### src/rtl/ascensor_pkg.sv
// Shared definitions for the elevator cab-motion controller.
// Contents:
//   - N_PISOS_DEF: default number of floors, which is also the request vector width.
//   - PISO_W:      width of a floor index.
//   - estado_t:    encoding of the controller states.
package ascensor_pkg;

    localparam int unsigned N_PISOS_DEF = 10;
    localparam int unsigned PISO_W      = 4;

    typedef enum logic [1:0] {
        ST_IDLE     = 2'd0,
        ST_SUBIENDO = 2'd1,
        ST_BAJANDO  = 2'd2,
        ST_PUERTA   = 2'd3
    } estado_t;

endpackage

### src/rtl/ascensor_buscador.sv
// Request locator. This is purely combinational logic. It reports where
// pending requests sit relative to a given floor.
// Ports:
//   solicitudes  in   N_PISOS  request vector; bit i set means floor i is requested.
//   piso_actual  in   PISO_W   reference floor.
//   hay_arriba   out  1        some request above the reference floor.
//   hay_abajo    out  1        some request below the reference floor.
//   hay_aqui     out  1        request pending at the reference floor itself.
module ascensor_buscador
    import ascensor_pkg::*;
#(
    parameter int unsigned N_PISOS = N_PISOS_DEF
) (
    input  logic [N_PISOS-1:0] solicitudes,
    input  logic [PISO_W-1:0]  piso_actual,
    output logic               hay_arriba,
    output logic               hay_abajo,
    output logic               hay_aqui
);

    always_comb begin
        hay_arriba = 1'b0;
        hay_abajo  = 1'b0;
        hay_aqui   = 1'b0;
        for (int i = 0; i < int'(N_PISOS); i++) begin
            if (i > int'(piso_actual)) begin
                hay_arriba = hay_arriba | solicitudes[i];
            end else if (i < int'(piso_actual)) begin
                hay_abajo = hay_abajo | solicitudes[i];
            end else begin
                hay_aqui = solicitudes[i];
            end
        end
    end

endmodule

### src/rtl/ascensor_control.sv
// Elevator cab-motion controller. It serves the registered request vector
// with a SCAN policy, drives the motor and the door, and tracks the current
// floor.
// Ports:
//   clk          in   1        clock; all state changes on the rising edge.
//   reset        in   1        synchronous, active-high reset.
//   solicitudes  in   N_PISOS  registered request vector.
//   piso_actual  out  PISO_W   current floor index.
//   motor_subir  out  1        drive the cab up.
//   motor_bajar  out  1        drive the cab down.
//   puerta_abrir out  1        door open.
//   direccion    out  1        last travel direction; 1 = up, 0 = down.
//   limpiar      out  N_PISOS  one-hot clear mask for the floor being served.
//                              The request register uses it as
//                              D = (Q | new) & ~limpiar.
module ascensor_control
    import ascensor_pkg::*;
#(
    parameter int unsigned N_PISOS  = N_PISOS_DEF,
    parameter int unsigned T_PISO   = 8,
    parameter int unsigned T_PUERTA = 4
) (
    input  logic               clk,
    input  logic               reset,
    input  logic [N_PISOS-1:0] solicitudes,
    output logic [PISO_W-1:0]  piso_actual,
    output logic               motor_subir,
    output logic               motor_bajar,
    output logic               puerta_abrir,
    output logic               direccion,
    output logic [N_PISOS-1:0] limpiar
);

    localparam int unsigned T_MAX = (T_PISO > T_PUERTA) ? T_PISO : T_PUERTA;
    localparam int unsigned TW    = (T_MAX > 1) ? $clog2(T_MAX) : 1;
    localparam logic [TW-1:0] RECARGA_PISO   = TW'(T_PISO - 1);
    localparam logic [TW-1:0] RECARGA_PUERTA = TW'(T_PUERTA - 1);

    estado_t           estado_q, estado_d;
    logic [PISO_W-1:0] piso_q, piso_d;
    logic              dir_q, dir_d;
    logic [TW-1:0]     timer_q, timer_d;

    logic              arriba, abajo, aqui;
    logic [PISO_W-1:0] piso_vecino;
    logic              v_arriba, v_abajo, v_aqui;
    logic              ir_subir, ir_bajar;

    // Requests relative to the floor the cab currently occupies.
    ascensor_buscador #(
        .N_PISOS (N_PISOS)
    ) u_buscador_actual (
        .solicitudes (solicitudes),
        .piso_actual (piso_q),
        .hay_arriba  (arriba),
        .hay_abajo   (abajo),
        .hay_aqui    (aqui)
    );

    // Requests relative to the floor the cab is arriving at. The arrival
    // decision is taken against the new floor on the same edge that the cab
    // reaches it.
    ascensor_buscador #(
        .N_PISOS (N_PISOS)
    ) u_buscador_vecino (
        .solicitudes (solicitudes),
        .piso_actual (piso_vecino),
        .hay_arriba  (v_arriba),
        .hay_abajo   (v_abajo),
        .hay_aqui    (v_aqui)
    );

    always_comb begin
        piso_vecino = piso_q;
        if (estado_q == ST_SUBIENDO) begin
            piso_vecino = piso_q + PISO_W'(1);
        end else if (estado_q == ST_BAJANDO) begin
            piso_vecino = piso_q - PISO_W'(1);
        end
    end

    // The cab keeps its current direction while work remains that way.
    // Otherwise it reverses.
    assign ir_subir = arriba && (dir_q || !abajo);
    assign ir_bajar = abajo && (!dir_q || !arriba);

    always_comb begin
        estado_d = estado_q;
        piso_d   = piso_q;
        dir_d    = dir_q;
        timer_d  = timer_q;
        case (estado_q)
            ST_IDLE: begin
                if (aqui) begin
                    estado_d = ST_PUERTA;
                    timer_d  = RECARGA_PUERTA;
                end else if (ir_subir) begin
                    estado_d = ST_SUBIENDO;
                    dir_d    = 1'b1;
                    timer_d  = RECARGA_PISO;
                end else if (ir_bajar) begin
                    estado_d = ST_BAJANDO;
                    dir_d    = 1'b0;
                    timer_d  = RECARGA_PISO;
                end
            end
            ST_SUBIENDO, ST_BAJANDO: begin
                if (timer_q != '0) begin
                    timer_d = timer_q - TW'(1);
                end else begin
                    piso_d = piso_vecino;
                    if (v_aqui) begin
                        estado_d = ST_PUERTA;
                        timer_d  = RECARGA_PUERTA;
                    end else if ((estado_q == ST_SUBIENDO) ? v_arriba : v_abajo) begin
                        timer_d = RECARGA_PISO;
                    end else begin
                        estado_d = ST_IDLE;
                    end
                end
            end
            ST_PUERTA: begin
                // The request at this floor is ignored here. The door closes
                // on its own timer, so a re-press cannot extend the stop.
                if (timer_q != '0) begin
                    timer_d = timer_q - TW'(1);
                end else begin
                    estado_d = ST_IDLE;
                end
            end
            default: begin
                estado_d = ST_IDLE;
                timer_d  = '0;
            end
        endcase
    end

    always_ff @(posedge clk) begin
        if (reset) begin
            estado_q <= ST_IDLE;
            piso_q   <= '0;
            dir_q    <= 1'b1;
            timer_q  <= '0;
        end else begin
            estado_q <= estado_d;
            piso_q   <= piso_d;
            dir_q    <= dir_d;
            timer_q  <= timer_d;
        end
    end

    always_comb begin
        motor_subir  = (estado_q == ST_SUBIENDO);
        motor_bajar  = (estado_q == ST_BAJANDO);
        puerta_abrir = (estado_q == ST_PUERTA);
        for (int i = 0; i < int'(N_PISOS); i++) begin
            limpiar[i] = puerta_abrir && (int'(piso_q) == i);
        end
    end

    assign piso_actual = piso_q;
    assign direccion   = dir_q;

endmodule

### config.mk
export PLATFORM = sky130hd
export DESIGN_NAME = ascensor_control
export DESIGN_NICKNAME = d
export VERILOG_FILES = /design/src/rtl/ascensor_pkg.sv /design/src/rtl/ascensor_buscador.sv /design/src/rtl/ascensor_control.sv
export SDC_FILE = /design/constraint.sdc
export NUM_CORES = 1
export LEC_CHECK = 0
export BUFFER_PORTS_ARGS = -buffer_cell sky130_fd_sc_hd__buf_2
export CELL_PAD_IN_SITES_DETAIL_PLACEMENT = 0
export CELL_PAD_IN_SITES_GLOBAL_PLACEMENT = 2
export CORE_UTILIZATION = 25
export DETAILED_ROUTE_END_ITERATION = 10
export PLACE_DENSITY_LB_ADDON = 0.1
export SKIP_CTS_REPAIR_TIMING = 1
export SLEW_MARGIN = 15
export SYNTH_ARGS = -nofsm -noshare
export SYNTH_HDL_FRONTEND = slang
export SYNTH_SLANG_ARGS = --single-unit
### constraint.sdc
create_clock -name clk -period 2.8 [get_ports clk]
set_input_delay 0 -clock clk [delete_from_list [all_inputs] [get_ports clk]]
set_output_delay 0 -clock clk [all_outputs]
set_load 0.01 [all_outputs]
==> results of run 1 <==
-- cell type report --
type / count / area (um2)
well taps: 96 / 120
multi-input cells: 198 / 1600
flip-flops and latches: 10 / 215
fillers: 747 / 4230
repair buffers: 74 / 517
inverters: 18 / 70.1
clock buffers: 3 / 41.3
clock inverters: 1 / 3.75
-- state kept, by name, indices dropped and copies added, names as in the netlist --
register,count
piso_actual,4
timer_q,3
estado_q,2
direccion,1
-- through the flow --
step / worst slack, ns / power (mW) / util [%]
global route: -0.127 / 2.63 / 37.8
detailed placement: -0.237 / 1.91 / 33.0
CTS: -0.255 / 2.07 / 33.7
global placement: -0.216 / 1.93 / 33.0
floorplan: 0.0205 / 1.32 / -
finish: -0.0746 / 2.44 / 37.8
-- Yosys cell counts (2+ instances only) --
cell type  number
nor3_1          7
buf_6           2
inv_1          17
nand2b_1       10
mux2_2          2
a31oi_1         3
and3_1          3
o21a_1          3
nand2_1        16
a211oi_2        3
a21oi_1        17
a221oi_2        2
or3_1           2
o2111ai_1       6
a211oi_1        4
nand3_1         3
o21ai_0        15
buf_4           2
a21o_1          2
maj3_1          3
o311ai_0        2
nor2b_1         3
nand3b_1        3
and3b_1         2
o22ai_1         2
a311o_1         2
o211ai_1        3
a211o_1         2
or2_2           2
nand4_1         3
nor2_1         23
dfxtp_1        10
clkbuf_1        7
o221ai_1        2
a22oi_1         4
ha_1           10
buf_1           2
mux2i_1         3
buf_2           4
-- cell families (layout without fill, tap and decap cells) --
kind of cell,count (synthesis),in the layout,share of synthesized area [%]
fa+ha+maj,13,13,8.85
compound gates,90,91,38.9
simple gates,88,88,27.9
mux,6,6,3.85
flops,10,10,11.4
buf+inv,35,96,9.06
-- layer usage --
layer | wire [um] | share of wire, % | global-route usage (%) | vias up
li1 | - | - | - | 1039
met1 | 3380 | 47 | 24.6 | 1038
met2 | 3430 | 48 | 30.4 | 32
met3 | 104 | 1.5 | 0.770 | 13
met4 | 208 | 2.9 | 7.88 | 0
met5 | 0 | 0 | 0 | -
-- power by group through the flow --
stage,clock network (mW),registers (mW),logic [mW]
2_1_floorplan,0,0.214,1.11
3_3_place_gp,0,0.220,1.71
3_5_place_dp,0,0.221,1.69
4_1_cts,0.160,0.219,1.70
5_1_grt,0.164,0.240,2.22
6_report,0.155,0.235,2.05
-- worst paths after layout --
kind	slack, ns	depth (start not counted)	endpoint
worst max-delay path	-0.07	11	estado_q[0]
worst max register to register	-0.07	11	estado_q[0]
worst min-delay path	0.1	2	piso_actual[3]
worst min register to register	0.51	2	timer_q[1]
-- worst reg2reg max path: cells and delay by family (launching register included) --
| kind | cells | cell delay [ns] |
|---|---|---|
| buffers and inverters | 2 | 0.20 |
| adder cells (fa/ha/maj) | 1 | 0.20 |
| flip-flops | 1 | 0.38 |
| AO/OA/AOI/OAI | 5 | 1.03 |
| AND/OR/NAND/NOR | 2 | 0.67 |
| multiplexers | 1 | 0.30 |
==> metrics.md, run 1 <==
| Metric | Value |
|---|---|
| Die Ht | `85.7 um` |
| Hold path startpoint | `reset` |
| CP required | `2.92 ns` |
| Layout cells sized above 1 | `42.4%` |
| Cell leakage power | `1.06 nW` |
| Most common cell after layout, fill and taps aside | `buf_4` |
| CP cell instances | `inv_4 -> ha_4 -> buf_12 -> or4b_4 -> o221a_4 -> o21ai_2 -> nand4_1 -> a221oi_4 -> a21oi_4 -> a31o_1 -> mux2_4` |
| Final setup violation count | `3` |
| CP startpoint | `estado_q[1]` |
| Clk_lat worst skew | `0.24 ns` |
| Diodes inserted | `0` |
| Dpl cell area | `2240 um2` |
| First-pass iteration count of the detailed router | `4` |
| Worst hold path type | `input port to register` |
| Cell Area, Synth | `1750 um2` |
| Clock sink count | `10` |
| Worst EP arrival | `3.00 ns` |
| Fin. max-slew vios | `0` |
| Sw frac | `46.2%` |
| P&R area growth vs syn | `46.3%` |
| Post-route minimum period | `2.87 ns` |
| Cell count after synthesis | `242` |
| CTS tree | `built` |
| Avg Cell Area, Syn | `7.24 um2` |
| Row count | `30` |
| Slowest cell on crit path | `or4b_4` |
| Port Buffers | `29` |
| Clk buf depth | `2` |
| Rel. slew slack | `67.6%` |
| Iter 0 DRT Violations | `86` |
| Reg clk slew, reported paths | `0.05 ns` |
| Tot GR Track Use | `18.3%` |
| DR vias | `2122` |
| Setup CP Type | `register to register` |
| Wire per inst | `17.8 um` |
| Die Area | `7350 um2` |
| Flops & latches, synth | `10` |
| Failing checks | `negative setup slack` |
| Status | `complete, but fails checks` |
| Top cell type's share of synthesized area | `11.4%` |
| DP HPWL | `5060 um` |
| Gate power share | `84.1%` |
| CP Launch Type | `register` |
| Final Cell Area | `2560 um2` |
| Fin. Hold Viols | `0` |
| Initial antenna violation count | `0` |
| CTS root buf | `clkbuf_8` |
| EDFF count, synth | `0` |
| Gpl congestion | `0.866` |
| Fmax | `0.348 GHz` |
| Largest net degree at the start of global routing | `21` |
| Core footprint | `6790 um2` |
| Initial Util | `25.8%` |
| Max_cap viols | `0` |
| Sequential element share of the synthesized area | `11.4%` |
| Via density | `5.31` |
| Internal cell power | `1.31 mW` |
| Period utilization | `103%` |
| First-pass GRT wire length | `10400 um` |
| Worst path buffer plus inverter count | `2` |
| CP max FO | `9` |
| Cell Count, Final, Fillers Out | `400` |
| # DRC | `0` |
| Yosys top cell by area | `dfxtp_1` |
| Critical Path End Type | `register` |
| Vias in the first global route | `1943` |
| Slowest Stage Delay on Critical Path | `0.48 ns` |
| Measured slew at the worst slew-check pin | `0.487 ns` |
| RSZ-0062 raised after global routing | `yes` |
| Die Span X | `85.7 um` |
| Setup TNS | `-0.0856 ns` |
| Final hold slack | `0.0987 ns` |
| Largest cells by area after synthesis | `dfxtp_1 11%, ha_1 7.1%, nor2_1 4.9%` |
| Top delay family on crit path | `compound AO/OA/AOI/OAI gates` |
| I/O pin total | `30` |
| Reg power frac | `9.6%` |
| Synthesis Warnings | `0` |
| Antenna Nets Post-Route | `0` |
| Post-Place Cells | `389` |
| CTS H-tree lvls | `1` |
| Layout Skew | `0.00180 ns` |
| Maximum vdd drop | `431 uV` |
| Syn Nets | `264` |
| Reg2reg start | `estado_q[1]` |
| Nets | `327` |
| Net Switching | `1.13 mW` |
| Commonest non-fill, non-tap cells in the layout | `42 x buf_4, 29 x buf_2, 22 x nor2_1, 15 x nand2_1, 15 x a21oi_1` |
| Num CTS Buffers | `3` |
| Routed WL | `7120 um` |
| Setup ws final | `-0.0746 ns` |
| Clk pwr share | `6.3%` |
| Ys flop type | `dfxtp_1` |
| GR Overflow Total | `0` |
| Cell variety after synth | `70` |
| Pwr/cell area | `953 nW/um2` |
| Fraction of registers with async set/reset | `0%` |
(Power assumes the default switching activity.)
==> run 2, diff against run 1 <==
ABC_AREA = 1   (was default)
==> metrics.md, run 2 <==
| Metric | Value |
|---|---|
| Internal cell power | `1.21 mW (-7.8%)` |
| DP HPWL | `5050 um (-0.27%)` |
| Commonest cells post-synth | `83 x nand2_1, 40 x inv_1, 30 x nand3_1` |
| Syn Nets | `322 (+22%)` |
| Rel. slew slack | `61.2% (-6.4 points)` |
| Met3 Resource Use GR | `1.43% (+0.66 points)` |
| Ys flop type | `dfxtp_1` |
| Final Cell Area | `2100 um2 (-18%)` |
| Core footprint | `6870 um2 (+1.1%)` |
| Nets | `357 (+9.2%)` |
| Antenna Nets Post-Route | `0 (unchanged)` |
| Clk buf depth | `2 (unchanged)` |
| Most common cell in the netlist | `nand2_1` |
| Fin. Hold Viols | `0 (unchanged)` |
| Cell variety after synth | `34 (-51%)` |
| Largest net degree at the start of global routing | `14 (-33%)` |
| Measured slew at the worst slew-check pin | `0.581 ns (+0.0947 ns)` |
| Post-route minimum period | `2.42 ns (-0.457 ns)` |
| Max reg flops | `4 (unchanged)` |
| Dpl cell area | `2040 um2 (-8.9%)` |
| Die Span X | `86.6 um (+1.0%)` |
| Sequential element share of the synthesized area | `11.2% (-0.24 points)` |
| Wire per inst | `13.8 um (-22%)` |
| Pre-CTS setup slack | `0.352 ns (+0.589 ns)` |
| Post-Place Cells | `426 (+9.5%)` |
| Worst EP arrival | `2.55 ns (-0.45 ns)` |
| Status | `finished, final reports clean` |
| Clk_lat worst skew | `0.24 ns (about the same)` |
| Via density | `4.53 (-15%)` |
| Critical Path End Type | `register` |
| Max_cap viols | `0 (unchanged)` |
| Synthesis Warnings | `0 (unchanged)` |
| Iter 0 DRT Violations | `131 (+52%)` |
| DR vias | `1950 (-8.1%)` |
| Die Area | `7500 um2 (+2.1%)` |
| Cell leakage power | `1.12 nW (+5.7%)` |
| Row count | `30 (unchanged)` |
| Commonest non-fill, non-tap cells in the layout | `83 x nand2_1, 40 x inv_1, 30 x nand3_1, 29 x buf_2, 23 x nor2_1` |
| Cell Area, Synth | `1790 um2 (+2.1%)` |
| Avg Cell Area, Syn | `5.97 um2 (-18%)` |
| Sw frac | `60.9% (+15 points)` |
| Gate power share | `84.7% (+0.6 points)` |
| Global Route met1 Usage | `21.7% (-2.9 points)` |
| Worst hold path type | `input port to register` |
| Setup ws final | `0.382 ns (+0.457 ns)` |
| Yosys top cell by area | `nand2_1` |
| Fmax | `0.414 GHz (+19%)` |
| CTS root buf | `clkbuf_8` |
| CP required | `2.94 ns (+0.02 ns)` |
| CTS tree | `built` |
| GRT met2 Usage | `30.5% (+0.12 points)` |
| Top cell type's share of synthesized area | `17.4% (+6.0 points)` |
| Num CTS Buffers | `3 (unchanged)` |
| Utilization after layout | `30.6% (-7.2 points)` |
| Reg clk slew, reported paths | `0.06 ns (about the same)` |
| Fraction of registers with async set/reset | `0% (unchanged)` |
| Layout cells sized above 1 | `25.1% (-17 points)` |
| Tot GR Track Use | `17.0% (-1.3 points)` |
| Vias in the first global route | `1934 (-0.46%)` |
| Fin. max-slew vios | `0 (unchanged)` |
| Setup TNS | `0 ns (+0.0856 ns)` |
| # DRC | `0 (unchanged)` |
| Most common cell after layout, fill and taps aside | `nand2_1` |
| Setup CP Type | `register to register` |
| CTS H-tree lvls | `1 (unchanged)` |
| Net Switching | `1.89 mW (+67%)` |
| Die Ht | `86.6 um (+1.0%)` |
| Largest cells by area after synthesis | `nand2_1 17%, dfxtp_1 11%, inv_1 8.4%` |
| Initial Util | `26.1% (+0.26 points)` |
| Clock sink count | `10 (unchanged)` |
| First-pass iteration count of the detailed router | `4 (unchanged)` |
| GRT Max-Usage Layer | `met2` |
| Cell Count, Final, Fillers Out | `430 (+7.5%)` |
| Initial antenna violation count | `0 (unchanged)` |
| Period utilization | `86.3% (-16 points)` |
| CP Launch Type | `register` |
| Pwr/cell area | `1480 nW/um2 (+55%)` |
| First-pass GRT wire length | `9670 um (-7.0%)` |
| Cell count after synthesis | `300 (+24%)` |
| RSZ-0062 raised after global routing | `no` |
| I/O pin total | `30 (unchanged)` |
| Power, Total | `3.10 mW (+27%)` |
| Reg power frac | `9.1% (-0.5 points)` |
| Routed WL | `5950 um (-17%)` |
| Final hold slack | `0.0857 ns (-0.0130 ns)` |
| Layout Skew | `0.00246 ns (+0.000669 ns)` |
| Flops & latches, synth | `10 (unchanged)` |
| Diodes inserted | `0 (unchanged)` |
| Gpl congestion | `0.774 (-11%)` |
| CP max FO | `6 (-3)` |
| Maximum vdd drop | `438 uV (+1.6%)` |
| P&R area growth vs syn | `17.3%` |
| GR Overflow Total | `0 (unchanged)` |
| Clk pwr share | `6.2% (about the same)` |
| Port Buffers | `29 (unchanged)` |
| Final setup violation count | `0 (-3)` |
| EDFF count, synth | `0 (unchanged)` |
[run 2: power by group through the flow]
| stage | sequential (mW) | clock, mW | combinational, mW |
|---|---|---|---|
| global route | 0.295 | 0.202 | 3.00 |
| CTS | 0.282 | 0.196 | 2.65 |
| detailed placement | 0.286 | 0 | 2.64 |
| finish | 0.282 | 0.191 | 2.63 |
| floorplan | 0.282 | 0 | 2.10 |
| global placement | 0.284 | 0 | 2.72 |
[run 2: per-layer routing]
layer / wire, um / share of wire, %
met5: 0 / 0
met4: 65 / 1.1
met3: 137 / 2.3
met2: 2900 / 49
met1: 2840 / 48
[run 2: path summary, 6_finish.rpt]
kind / start / to / slack [ns] / depth (start not counted)
max: piso_actual[1] / estado_q[1] / 0.38 / 19
min: reset / piso_actual[0] / 0.09 / 4
max reg2reg: piso_actual[1] / estado_q[1] / 0.38 / 19
min reg2reg: direccion / direccion / 0.50 / 2
[run 2: critical path: stages (launching register included)]
cell and delay (ns):
dfxtp_1 0.39, inv_1 0.13, ha_1 0.32, inv_1 0.04
nand2_1 0.05, nand2_1 0.05, nand2_1 0.09, nand2_4 0.11
nor2_4 0.15, nand2_1 0.07, nand2_1 0.09, nand2_1 0.10
nor3_2 0.20, nand3_2 0.11, nand2_4 0.11, nand2_4 0.05
nand2_4 0.07, nand3_1 0.06, nand2_1 0.06, nor2_1 0.04
[run 2: kinds of logic (layout without fill, tap and decap cells)]
family                   Yosys count  count (layout)  synth area share (%)
AND/OR/NAND/NOR                  179             179                  53.5
buffers and inverters             54              88                  13.8
AO/OA/AOI/OAI                     46              46                  14.0
adder cells (fa/ha/maj)           10              10                  6.99
flip-flops                        10              10                  11.2
XOR/XNOR                           1               1                 0.489
[run 2: cell type report]
class,instances,area [um2]
well taps,96,120
flip-flops and latches,10,200
inverters,50,198
fillers,820,4770
repair buffers,34,183
clock buffers,4,55.1
multi-input cells,236,1340
==> run 3, diff against run 2 <==
PLACE_DENSITY = 0.78   (was default)
PLACE_DENSITY_LB_ADDON = default   (was 0.1)
SKIP_CTS_REPAIR_TIMING = default   (was 1)
SKIP_LAST_GASP = 1   (was default)
==> metrics.md, run 3 (synthesis results as in run 2) <==
| Metric | Value |
|---|---|
| Status | `finished, final reports clean` |
| Die Ht | `86.6 um (unchanged)` |
| Setup CP Type | `register to register` |
| CP max FO | `8 (+2)` |
| CTS tree | `built` |
| Max_cap viols | `0 (unchanged)` |
| Via density | `4.65 (+2.5%)` |
| Gpl congestion | `0.814 (+5.1%)` |
| CP cell instances | `buf_4 -> ha_1 -> inv_1 -> o21ai_1 -> nor2_1 -> nand2_1 -> o211ai_1 -> nor4_2 -> inv_2 -> nor2_4 -> nand3_4 -> nand3_4 -> nand2_1 -> nand2_1 -> nor2_2` |
| Worst EP arrival | `2.68 ns (+0.13 ns)` |
| Iter 0 DRT Violations | `113 (-14%)` |
| Setup Fix Bufs, Post-CTS | `0` |
| GR Overflow Total | `0 (unchanged)` |
| Dpl cell area | `2030 um2 (-0.73%)` |
| Worst hold path type | `input port to register` |
| Most common cell after layout, fill and taps aside | `nand2_1` |
| Rel. slew slack | `54.1% (-7.1 points)` |
| Initial Util | `26.1% (unchanged)` |
| Post-Place Cells | `424 (-0.47%)` |
| # DRC | `0 (unchanged)` |
| Clk_lat worst skew | `0.24 ns (about the same)` |
| I/O pin total | `30 (unchanged)` |
| Clk buf depth | `2 (unchanged)` |
| Initial antenna violation count | `0 (unchanged)` |
| Reg clk slew, reported paths | `0.06 ns (about the same)` |
| Post-CTS resize count | `0` |
| Core footprint | `6870 um2 (unchanged)` |
| First-pass GRT wire length | `9140 um (-5.5%)` |
| Clock sink count | `10 (unchanged)` |
| CTS root buf | `clkbuf_8` |
| Cts hold-fix bufs | `0` |
| GRT Max-Usage Layer | `met2` |
| DR vias | `1990 (+2.1%)` |
| Vias in the first global route | `1840 (-4.9%)` |
| Slowest Stage Delay on Critical Path | `0.34 ns (-0.05 ns)` |
| Wire per inst | `13.3 um (-3.7%)` |
| Die Area | `7500 um2 (unchanged)` |
| Max reg flops | `4 (unchanged)` |
| Cell Count, Final, Fillers Out | `428 (-0.47%)` |
| Pwr/cell area | `1470 nW/um2 (-0.23%)` |
| Port Buffers | `29 (unchanged)` |
| R2R setup slack | `0.25 ns (-0.13 ns)` |
| Pre-CTS setup slack | `0.273 ns (-0.0786 ns)` |
| Tot GR Track Use | `15.6% (-1.3 points)` |
| Measured slew at the worst slew-check pin | `0.687 ns (+0.106 ns)` |
| Fin. max-slew vios | `0 (unchanged)` |
| Cell leakage power | `1.11 nW (-0.96%)` |
| Power, Total | `3.07 mW (-0.95%)` |
| Setup TNS | `0 ns (unchanged)` |
| Setup ws final | `0.248 ns (-0.135 ns)` |
| Worst path buffer plus inverter count | `3 (+1)` |
| Multi-input logic area | `1340 um2 (unchanged)` |
| CP Launch Type | `register` |
| CP required | `2.93 ns (about the same)` |
| Antenna Nets Post-Route | `0 (unchanged)` |
| Layout Skew | `0.00920 ns (+0.00674 ns)` |
| Sequential cell area | `200 um2 (unchanged)` |
| Top delay family on crit path | `simple AND/OR/NAND/NOR gates` |
| Post-route minimum period | `2.55 ns (+0.135 ns)` |
| Final setup violation count | `0 (unchanged)` |
| Period utilization | `91.2% (+4.8 points)` |
| Slowest cell on crit path | `ha_1` |
| Final Cell Area | `2080 um2 (-0.71%)` |
| CTS H-tree lvls | `1 (unchanged)` |
| Diodes inserted | `0 (unchanged)` |
| DP HPWL | `4690 um (-7.0%)` |
| Utilization after layout | `30.3% (-0.22 points)` |
| Maximum vdd drop | `470 uV (+7.4%)` |
| Global Route met1 Usage | `20.4% (-1.3 points)` |
| Largest net degree at the start of global routing | `14 (unchanged)` |
| Routed WL | `5700 um (-4.2%)` |
| Fmax | `0.392 GHz (-5.3%)` |
| Critical Path End Type | `register` |
| Fin. Hold Viols | `0 (unchanged)` |
| Met3 Resource Use GR | `1.71% (+0.29 points)` |
| First-pass iteration count of the detailed router | `4 (unchanged)` |
| Nets | `355 (-0.56%)` |
| P&R area growth vs syn | `16.4%` |
| Final hold slack | `0.0937 ns (+0.00799 ns)` |
| Crit-path most repeated cell | `nand2_1` |
| RSZ-0062 raised after global routing | `no` |
| Commonest non-fill, non-tap cells in the layout | `83 x nand2_1, 40 x inv_1, 30 x nand3_1, 29 x buf_2, 23 x nor2_1` |
| GRT met2 Usage | `27.2% (-3.3 points)` |
| Layout cells sized above 1 | `24.7% (-0.45 points)` |
| Row count | `30 (unchanged)` |
| Fillers | `784 (-4.4%)` |
| Die Span X | `86.6 um (unchanged)` |
| Num CTS Buffers | `3 (unchanged)` |
## run 3: worst reg2reg max path: stages, from the launching register on
cell and delay [ns]:
dfxtp_1 0.33, buf_4 0.18, ha_1 0.34, inv_1 0.20, o21ai_1 0.20, nor2_1 0.06, nand2_1 0.05, o211ai_1 0.10
nor4_2 0.32, inv_2 0.10, nor2_4 0.13, nand3_4 0.14, nand3_4 0.14, nand2_1 0.06, nand2_1 0.07, nor2_2 0.03
## run 3: area by class of cell
type                    instances  share of cell area (%)
multi-input cells             236                    64.5
inverters                      50                    9.48
well taps                      96                    5.76
repair buffers                 32                    8.04
clock buffers                   4                    2.64
flip-flops and latches         10                    9.60
## run 3: path summary, 6_finish.rpt
check	start	endpoint	cells after the start
setup / recovery	piso_actual[1]	timer_q[2]	15
setup reg to reg	piso_actual[1]	timer_q[2]	15
hold reg to reg	direccion	direccion	2
hold / removal	reset	piso_actual[1]	4
## run 3: metal layers
layer	vias to the layer above	part of all wire, %
li1	1035	-
met1	890	47
met2	59	47
met3	6	4.6
met4	0	1.1
met5	-	0
## run 3: report_power, final
group          leakage [nW]  internal, mW  switching, mW
registers            0.0828         0.209         0.0837
clock network        0.0288         0.124         0.0671
logic                 0.996         0.868           1.72
